$ cat config.mk
export PLATFORM = sky130hd
export DESIGN_NAME = counter_event_log
export DESIGN_NICKNAME = d
export VERILOG_FILES = /design/src/rtl/counters_pkg.sv /design/src/rtl/event_fifo.sv /design/src/rtl/counter_event_log.sv
export SDC_FILE = /design/constraint.sdc
export NUM_CORES = 1
export LEC_CHECK = 0
export CAP_MARGIN = 20
export CELL_PAD_IN_SITES_DETAIL_PLACEMENT = 0
export CELL_PAD_IN_SITES_GLOBAL_PLACEMENT = 1
export CORE_UTILIZATION = 45
export DETAILED_ROUTE_END_ITERATION = 10
export PLACE_DENSITY_LB_ADDON = 0.05
export SYNTH_ARGS = -nofsm -noshare
export SYNTH_HDL_FRONTEND = slang
export SYNTH_SLANG_ARGS = --single-unit
$ cat constraint.sdc
create_clock -name clk -period 2.8 [get_ports clk]
set_input_delay 0.84 -clock clk [delete_from_list [all_inputs] [get_ports clk]]
set_output_delay 0.84 -clock clk [all_outputs]
set_load 0.01 [all_outputs]
$ cat src/rtl/counters_pkg.sv
// Shared constants and the event record layout for the counter event logging path.
package counters_pkg;

   localparam int SIZE_DEF = 8;
   localparam int TS_W     = 16;

   localparam logic [1:0] SRC_RST1 = 2'b01;
   localparam logic [1:0] SRC_RST2 = 2'b10;
   localparam logic [1:0] SRC_BOTH = 2'b11;

   // Record layout at the default sum width; the log stores it flattened, src in the MSBs.
   typedef struct packed {
      logic [1:0]          src;
      logic [SIZE_DEF-1:0] sum;
      logic [TS_W-1:0]     ts;
   } event_rec_t;

endpackage

$ cat src/rtl/event_fifo.sv
// Synchronous single-clock FIFO with full/empty flags and a combinational head read.
module event_fifo #(
   parameter int W     = 26,
   parameter int DEPTH = 4
) (
   input  logic         clk,
   input  logic         rst,
   input  logic         push,
   input  logic         pop,
   input  logic [W-1:0] wdata,
   output logic [W-1:0] rdata,
   output logic         full,
   output logic         empty
);

   localparam int AW = $clog2(DEPTH);

   logic [W-1:0]  mem [DEPTH];
   logic [AW-1:0] wr_ptr;
   logic [AW-1:0] rd_ptr;
   logic [AW:0]   count;
   logic          do_push;
   logic          do_pop;

   assign empty   = (count == '0);
   assign full    = (count == (AW+1)'(DEPTH));
   assign do_pop  = pop & ~empty;
   // A push into a full FIFO is only legal when the head leaves in the same cycle.
   assign do_push = push & (~full | do_pop);
   assign rdata   = mem[rd_ptr];

   always_ff @(posedge clk) begin
      if (do_push) begin
         mem[wr_ptr] <= wdata;
      end
   end

   always_ff @(posedge clk or posedge rst) begin
      if (rst) begin
         wr_ptr <= '0;
         rd_ptr <= '0;
         count  <= '0;
      end else begin
         if (do_push) begin
            wr_ptr <= wr_ptr + AW'(1);
         end
         if (do_pop) begin
            rd_ptr <= rd_ptr + AW'(1);
         end
         case ({do_push, do_pop})
            2'b10:   count <= count + (AW+1)'(1);
            2'b01:   count <= count - (AW+1)'(1);
            default: count <= count;
         endcase
      end
   end

endmodule

$ cat src/rtl/counter_event_log.sv
// Logs rising edges of the two reset-stage requests with the current sum and a timestamp.
module counter_event_log
   import counters_pkg::*;
#(
   parameter int SIZE  = SIZE_DEF,
   parameter int DEPTH = 4
) (
   input  logic            clk,
   input  logic            rst,
   input  logic [SIZE-1:0] sum_in,
   input  logic            rst1_in,
   input  logic            rst2_in,
   output logic            out_valid,
   input  logic            out_ready,
   output logic [1:0]      out_src,
   output logic [SIZE-1:0] out_sum,
   output logic [TS_W-1:0] out_time,
   output logic [7:0]      drop_cnt,
   output logic            overflow
);

   localparam int REC_W = 2 + SIZE + TS_W;

   logic [TS_W-1:0]  ts;
   logic             prev1;
   logic             prev2;
   logic [1:0]       rise;
   logic             ev;
   logic             pop;
   logic             push;
   logic             full;
   logic             empty;
   logic [REC_W-1:0] wrec;
   logic [REC_W-1:0] hrec;

   assign rise = {rst2_in & ~prev2, rst1_in & ~prev1};
   assign ev   = |rise;
   assign wrec = {rise, sum_in, ts};

   // Handshake: the head transfers on a cycle with out_valid=1 and out_ready=1; the head
   // fields hold while out_valid=1 without a transfer, and out_ready is ignored when empty.
   assign out_valid = ~empty;
   assign pop       = out_valid & out_ready;
   assign push      = ev & (~full | pop);

   // Zeroed when empty so nothing stale shows during or after reset.
   assign {out_src, out_sum, out_time} = empty ? '0 : hrec;

   event_fifo #(
      .W     (REC_W),
      .DEPTH (DEPTH)
   ) u_fifo (
      .clk   (clk),
      .rst   (rst),
      .push  (push),
      .pop   (pop),
      .wdata (wrec),
      .rdata (hrec),
      .full  (full),
      .empty (empty)
   );

   // Previous values reset high so requests already asserted at release are not events.
   always_ff @(posedge clk or posedge rst) begin
      if (rst) begin
         ts       <= '0;
         prev1    <= 1'b1;
         prev2    <= 1'b1;
         drop_cnt <= '0;
         overflow <= 1'b0;
      end else begin
         ts    <= ts + 16'd1;
         prev1 <= rst1_in;
         prev2 <= rst2_in;
         if (ev && !push) begin
            overflow <= 1'b1;
            if (drop_cnt != 8'hFF) begin
               drop_cnt <= drop_cnt + 8'd1;
            end
         end
      end
   end

endmodule

Yosys cells after proc, flatten, opt, wreduce, memory -nomap -nowiden
Memories as Yosys holds them, arrays and structs flattened.
Index checks and enable logic that the tools add are counted.
{"block": "totals", "register_bits": 34, "ramBits": 104, "input_bits": 13, "output_inout_bits": 36, "elab_cells": 41, "memories": 1}
{"memory": "u_fifo.mem", "words": 4, "width": 26, "read_ports": 1, "rd_ports_with_merged_regs": 0, "write_ports": 1, "line": "event_fifo.sv:18", "source": "logic [W-1:0] mem [DEPTH];"}
{"block": "op_classes", "add_sub_neg": 6, "n_eq_ne": 4, "mux": 4, "n_bitwise": 12, "n_reduce_logical": 6}
{"operator": "$mux 26", "n": 1}
{"operator": "$add 16x1->16 const B", "n": 1}
{"operator": "$add 8x1->8 const B", "n": 1}
{"operator": "$ne 8x8->1 const B", "n": 1}
{"operator": "$and 1x1->1", "n": 6}
{"operator": "$pmux 3 s2", "n": 1}
{"operator": "$add 2x1->2 const B", "n": 2}
{"operator": "$not 1->1", "n": 4}
{"operator": "$add 3x1->3 const B", "n": 1}
{"operator": "$eq 3x3->1 const B", "n": 1}
{"operator": "$logic_not 3->1", "n": 1}
{"operator": "$sub 3x1->3 const B", "n": 1}
{"operator": "$eq 2x1->1 const B", "n": 1}
{"operator": "$eq 2x2->1 const B", "n": 1}
{"operator": "$mux 1", "n": 2}
{"operator": "$or 1x1->1", "n": 2}
{"operator": "$reduce_and 2->1", "n": 1}
{"operator": "$reduce_bool 2->1", "n": 1}
{"operator": "$reduce_or 2->1", "n": 1}
{"operator": "$logic_and 1x1->1", "n": 1}
{"operator": "$logic_not 1->1", "n": 1}

Logic depth before layout (Yosys ltp)
{"block": "depth", "ltp_word": 8, "ltp_mapped": 10, "mapped_depth_nobuf": 10}

By module
Synthesis repeated with hierarchy kept, for this count alone.
{"block": "unflattened", "hier_cells": 321, "hier_area_um2": 5689.2}
{"mod": "event_fifo", "n_inst": 1, "cells_per_inst": 190, "area_each_um2": 4267.8, "seq_area_each_um2": 3298.2}
{"mod": "counter_event_log", "n_inst": 1, "cells_per_inst": 131, "area_each_um2": 1421.4, "seq_area_each_um2": 678.2}

Least setup slack after synthesis
Ideal clock, no wire load.
{"block": "synth_timing", "kind": "input -> register", "from": "input port rst2_in", "to": "memory u_fifo.mem[0][0], enable pin", "t_arrival_ns": 2.186, "setup_slack_ns": 0.229, "stages": 4, "n_path_buf": 0, "path_cell_list": "nor2b_1 nor2_1 nor2_1 and2_1"}
{"block": "synth_between", "elab_chain_len": 6}
{"item": "start: declaration", "line": "counter_event_log.sv:12", "source": "input logic rst2_in,"}
{"item": "$and 1x1->1", "line": "counter_event_log.sv:36", "source": "assign rise = {rst2_in & ~prev2, rst1_in & ~prev1};"}
{"item": "$reduce_or 2->1", "line": "counter_event_log.sv:37", "source": "assign ev = |rise;"}
{"item": "$and 1x1->1", "line": "counter_event_log.sv:44", "source": "assign push = ev & (~full | pop);"}
{"item": "$and 1x1->1", "line": "event_fifo.sv:29", "source": "assign do_push = push & (~full | do_pop);"}
{"item": "$mux 1", "line": "event_fifo.sv:33", "source": "if (do_push) begin"}
{"item": "$mux 1 (implied by the code)", "line": "event_fifo.sv:34", "source": "mem[wr_ptr] <= wdata;"}
{"item": "end: declaration", "line": "event_fifo.sv:18"}
No other way between the ends.

Final worst setup path
{"block": "layout_timing", "from": "register u_fifo.rd_ptr[0]", "to": "output port out_time[2]"}
{"block": "layout_between", "elab_chain_len": 2}
{"item": "start: declaration", "line": "event_fifo.sv:20", "source": "logic [AW-1:0] rd_ptr;"}
{"item": "start signal: assignment", "line": "event_fifo.sv:48", "source": "rd_ptr <= rd_ptr + AW'(1);"}
{"item": "$mem_v2 4x26"}
{"item": "$mux 26", "line": "counter_event_log.sv:47", "source": "assign {out_src, out_sum, out_time} = empty ? '0 : hrec;"}
{"item": "end: declaration", "line": "counter_event_log.sv:17", "source": "output logic [TS_W-1:0] out_time,"}
No other way between the ends.

==> run_results.csv <==
group,metric,value,unit
pwr,ir_drop,0.000485,V
global_route,grt_overflow_total,0,
final_layout,drive_above_1_share,0.294,
critical_path,r2r_setup_slack,0.64,ns
cts,clkSlewWorstSetupHoldPaths,0.06,ns
global_route,grt_pass1_wl,15.9,mm
die,die_area,12600,sq um
status,outcome,"complete, no violations",
sta,post-route-min-period,2.75,ns
cts,cts_buffers,17,
sta,slew_violations,0,
final_layout,insertedDiodeCount,0,
sta,max-slew-margin-rel,0.671,
synthesis,synth_top_cell_by_area,"edfxtp_1",
synthesis,synth_edf_count,104,
route,drc,0,
final_layout,fillCellCount,911,
route,vias_per_cell,5.19,
sta,fmax,364,MHz
synthesis,ys_seq_area_frac,0.725,
final_layout,area_growth_syn_to_layout,26.4,%
synthesis,synth_warnings,0,
synthesis,syn_avg_cell_area,18.4,sq um
critical_path,critPathTopFamily,"buffers and inverters",
synthesis,synth-simple-area-share,0.0832,
placed_design,place.gp.congestion,0.690,
route,wl,9.82,mm
cts,tritoncts,"built",
sta,fin_ws,0.0493,ns
die,fp.dieH,112,um
global_route,grt_max_degree,35,
route,initialDrtViolationCount,113,
sta,rsz0062_at_grt,"true",
global_route,grt_pass1_vias,2874,
min_path,hp-class,"reg2reg",
synthesis,synth_top_flop_cell,"edfxtp_1",
sta,hold_viol,0,
placed_design,hpwl,5.78,mm
placed_design,port_buffers,48,
die,fp.dieW,112,um
job,cap_violations,0,
synthesis,synth_mux_area_frac,0.113,
pwr,power_density,1040,nW/um^2
cts,clk_latency,0.41,ns
critical_path,cp_max_fo,7,
global_route,grt.total_usage,0.175,
die,start_util,0.471,
pwr,finalPower,0.00718,W
pwr,p_leak,2.69,nW
synthesis,synth_compound_area_frac,0.00160,
sta,skew,0.00710,ns
critical_path,slowest_delay,0.42,ns
sta,tightest_slew,0.493,ns
global_route,antenna_found_initial,0,
critical_path,end_kind,"output pin",
route,dr.pass1.iters,5,
sta,setup_viol,0,
cts,ctsLongestPathBuffers,2,
die,core_area,11700,sq um
synthesis,synth_top_family_by_area,"multiplexers",
route,avgRoutedWirePerCell,18.4,um
synthesis,synth_cell_types,31,
synthesis,netlist_area,5490,sq um
placed_design,dpl_worst_slack,-0.0324,ns
critical_path,worstPathCellList,"buf_12, buf_12, buf_6, mux4_2, and2_4, buf_6",
synthesis,synth_seq_cells,138,
critical_path,path_class,"reg2out",
die,io_pins,49,
synthesis,synthArstFlopShare,0.246,
route,vias,2769,
critical_path,crit_path_start_kind,"register",
synthesis,synthTopCellsByArea,"edfxtp_1, dfrtp_1, mux4_2, and2_1, xor2_1",
critical_path,slowest_stage,"dfrtp_2",
synthesis,netlist_instances,298,
route,ant_nets,0,
critical_path,arrival,1.91,ns
synthesis,synth_fa_ha_area_frac,0.0196,
cts,clock-root-buffer,"clkbuf_16",
critical_path,crit_required,1.96,ns
synthesis,synth_xor_area_frac,0.0431,
final_layout,nNetsFinal,399,
synthesis,synth_nets,319,
die,rows,39,
sta,min_period_over_period,0.982,
cts,cts-htree-levels,4,
cts,cts_num_sinks,138,
synthesis,synth_top_cell_area_share,0.569,
critical_path,critPathBufInv,4,
-- path summary, 6_finish.rpt --
check | startpoint | end | cells after the start
min | overflow | overflow | 1
min reg2reg | overflow | overflow | 1
max | u_fifo.rd_ptr[0] | out_time[2] | 6
max reg2reg | u_fifo.count[2] | u_fifo.count[2] | 9
min in group asynchronous | rst | ts[11] | 3
max in group asynchronous | rst | prev2 | 3
-- where the power goes --
part | switching (W) | total (W) | internal [W]
clock network | 0.000793 | 0.00235 | 0.00156
logic | 0.000983 | 0.00217 | 0.00119
registers | 0.000120 | 0.00266 | 0.00254
total | 0.00190 | 0.00718 | 0.00529
-- layout make-up --
class / count / area [sq um] / share of cell area
Timing Repair Buffer: 70 / 668 / 0.0963
Tap cell: 143 / 179 / 0.0258
Clock inverter: 15 / 205 / 0.0296
Clock buffer: 17 / 425 / 0.0613
Multi-Input combinational cell: 141 / 1440 / 0.208
Inverter: 10 / 37.5 / 0.00541
Sequential cell: 138 / 3980 / 0.574
-- timing repair --
action | in CTS | in global routing
endpoints found under the setup margin | 27 | 24
hold buffers | 0 | 0
pin swaps | 4 | 0
gates cloned | 2 | 0
gates resized for setup | 86 | 19
setup buffers | 6 | 0
-- placed cells by master (no fill, tap or decap), types with 2 or more instances in the layout --
cell type,instances
nand4_1,2
clkbuf_2,11
nand3_1,9
ha_1,7
dfrtp_1,31
inv_1,10
mux2_2,2
buf_2,14
mux4_2,26
and2_1,26
xnor2_1,12
buf_12,9
and3_1,3
xor2_1,15
clkbuf_16,17
nor4_1,4
dfstp_2,2
edfxtp_1,104
buf_4,9
clkinv_1,5
nor2b_1,2
nor3_1,4
nor2_1,5
clkinvlp_4,3
nand2_1,8
clkdlybuf4s50_1,21
and2_4,6
buf_6,4
bufinv_16,5
-- per-layer routing --
metal,vias up,track usage,part of all wire
met4,0,0.0747,0.020
met3,20,0.0459,0.033
met5,-,0,0
met2,51,0.273,0.49
met1,1406,0.236,0.46
li1,1292,-,-
-- cells in the mapped netlist (all sizes together) (5+ instances only) --
| cell type | count |
|---|---|
| ha | 7 |
| nand3 | 9 |
| inv | 10 |
| clkbuf | 5 |
| nor2 | 5 |
| xnor2 | 12 |
| nor4 | 5 |
| and2 | 32 |
| xor2 | 15 |
| dfrtp | 32 |
| edfxtp | 104 |
| mux4 | 26 |
| nand2 | 8 |
-- state kept, by name, indices dropped and copies added (netlist names) --
name / flops
drop_cnt: 8
overflow: 1
prev1: 1
prev2: 1
ts: 16
u_fifo.count: 3
u_fifo.mem: 104
u_fifo.rd_ptr: 2
u_fifo.wr_ptr: 2
-- cell families after synthesis --
family / Yosys count
adders and majority gates: 8
buffers and inverters: 19
DFF: 138
xor gates and xnor gates: 27
and+or+nand+nor: 76
AOI/OAI and AO/OA: 1
muxes: 29
-- worst register-to-register path, delay by kind of cell, from the launching register on --
family	cells	cell delay [ns]
buf+inv	2	0.26
fa+ha+maj	2	0.41
xor+xnor	2	0.27
flops	1	0.41
simple gates	3	0.69
-- metrics by stage --
| step | TNS, ns | hold WS [ns] | std cells | utilization | instance area (sq um) |
|---|---|---|---|---|---|
| final | 0 | 0.467 | 534 | 0.595 | 6940 |
| after global routing | -0.0633 | 0.481 | 534 | 0.595 | 6940 |
| after floorplan | 0 | 0.458 | 298 | - | 5490 |
| after detailed placement | -0.0324 | 0.452 | 496 | 0.542 | 6320 |
| after CTS | -0.00182 | 0.473 | 535 | 0.603 | 7030 |
| after global placement | 0 | 0.447 | 496 | 0.542 | 6320 |
Power figures use the tool's default switching activity.
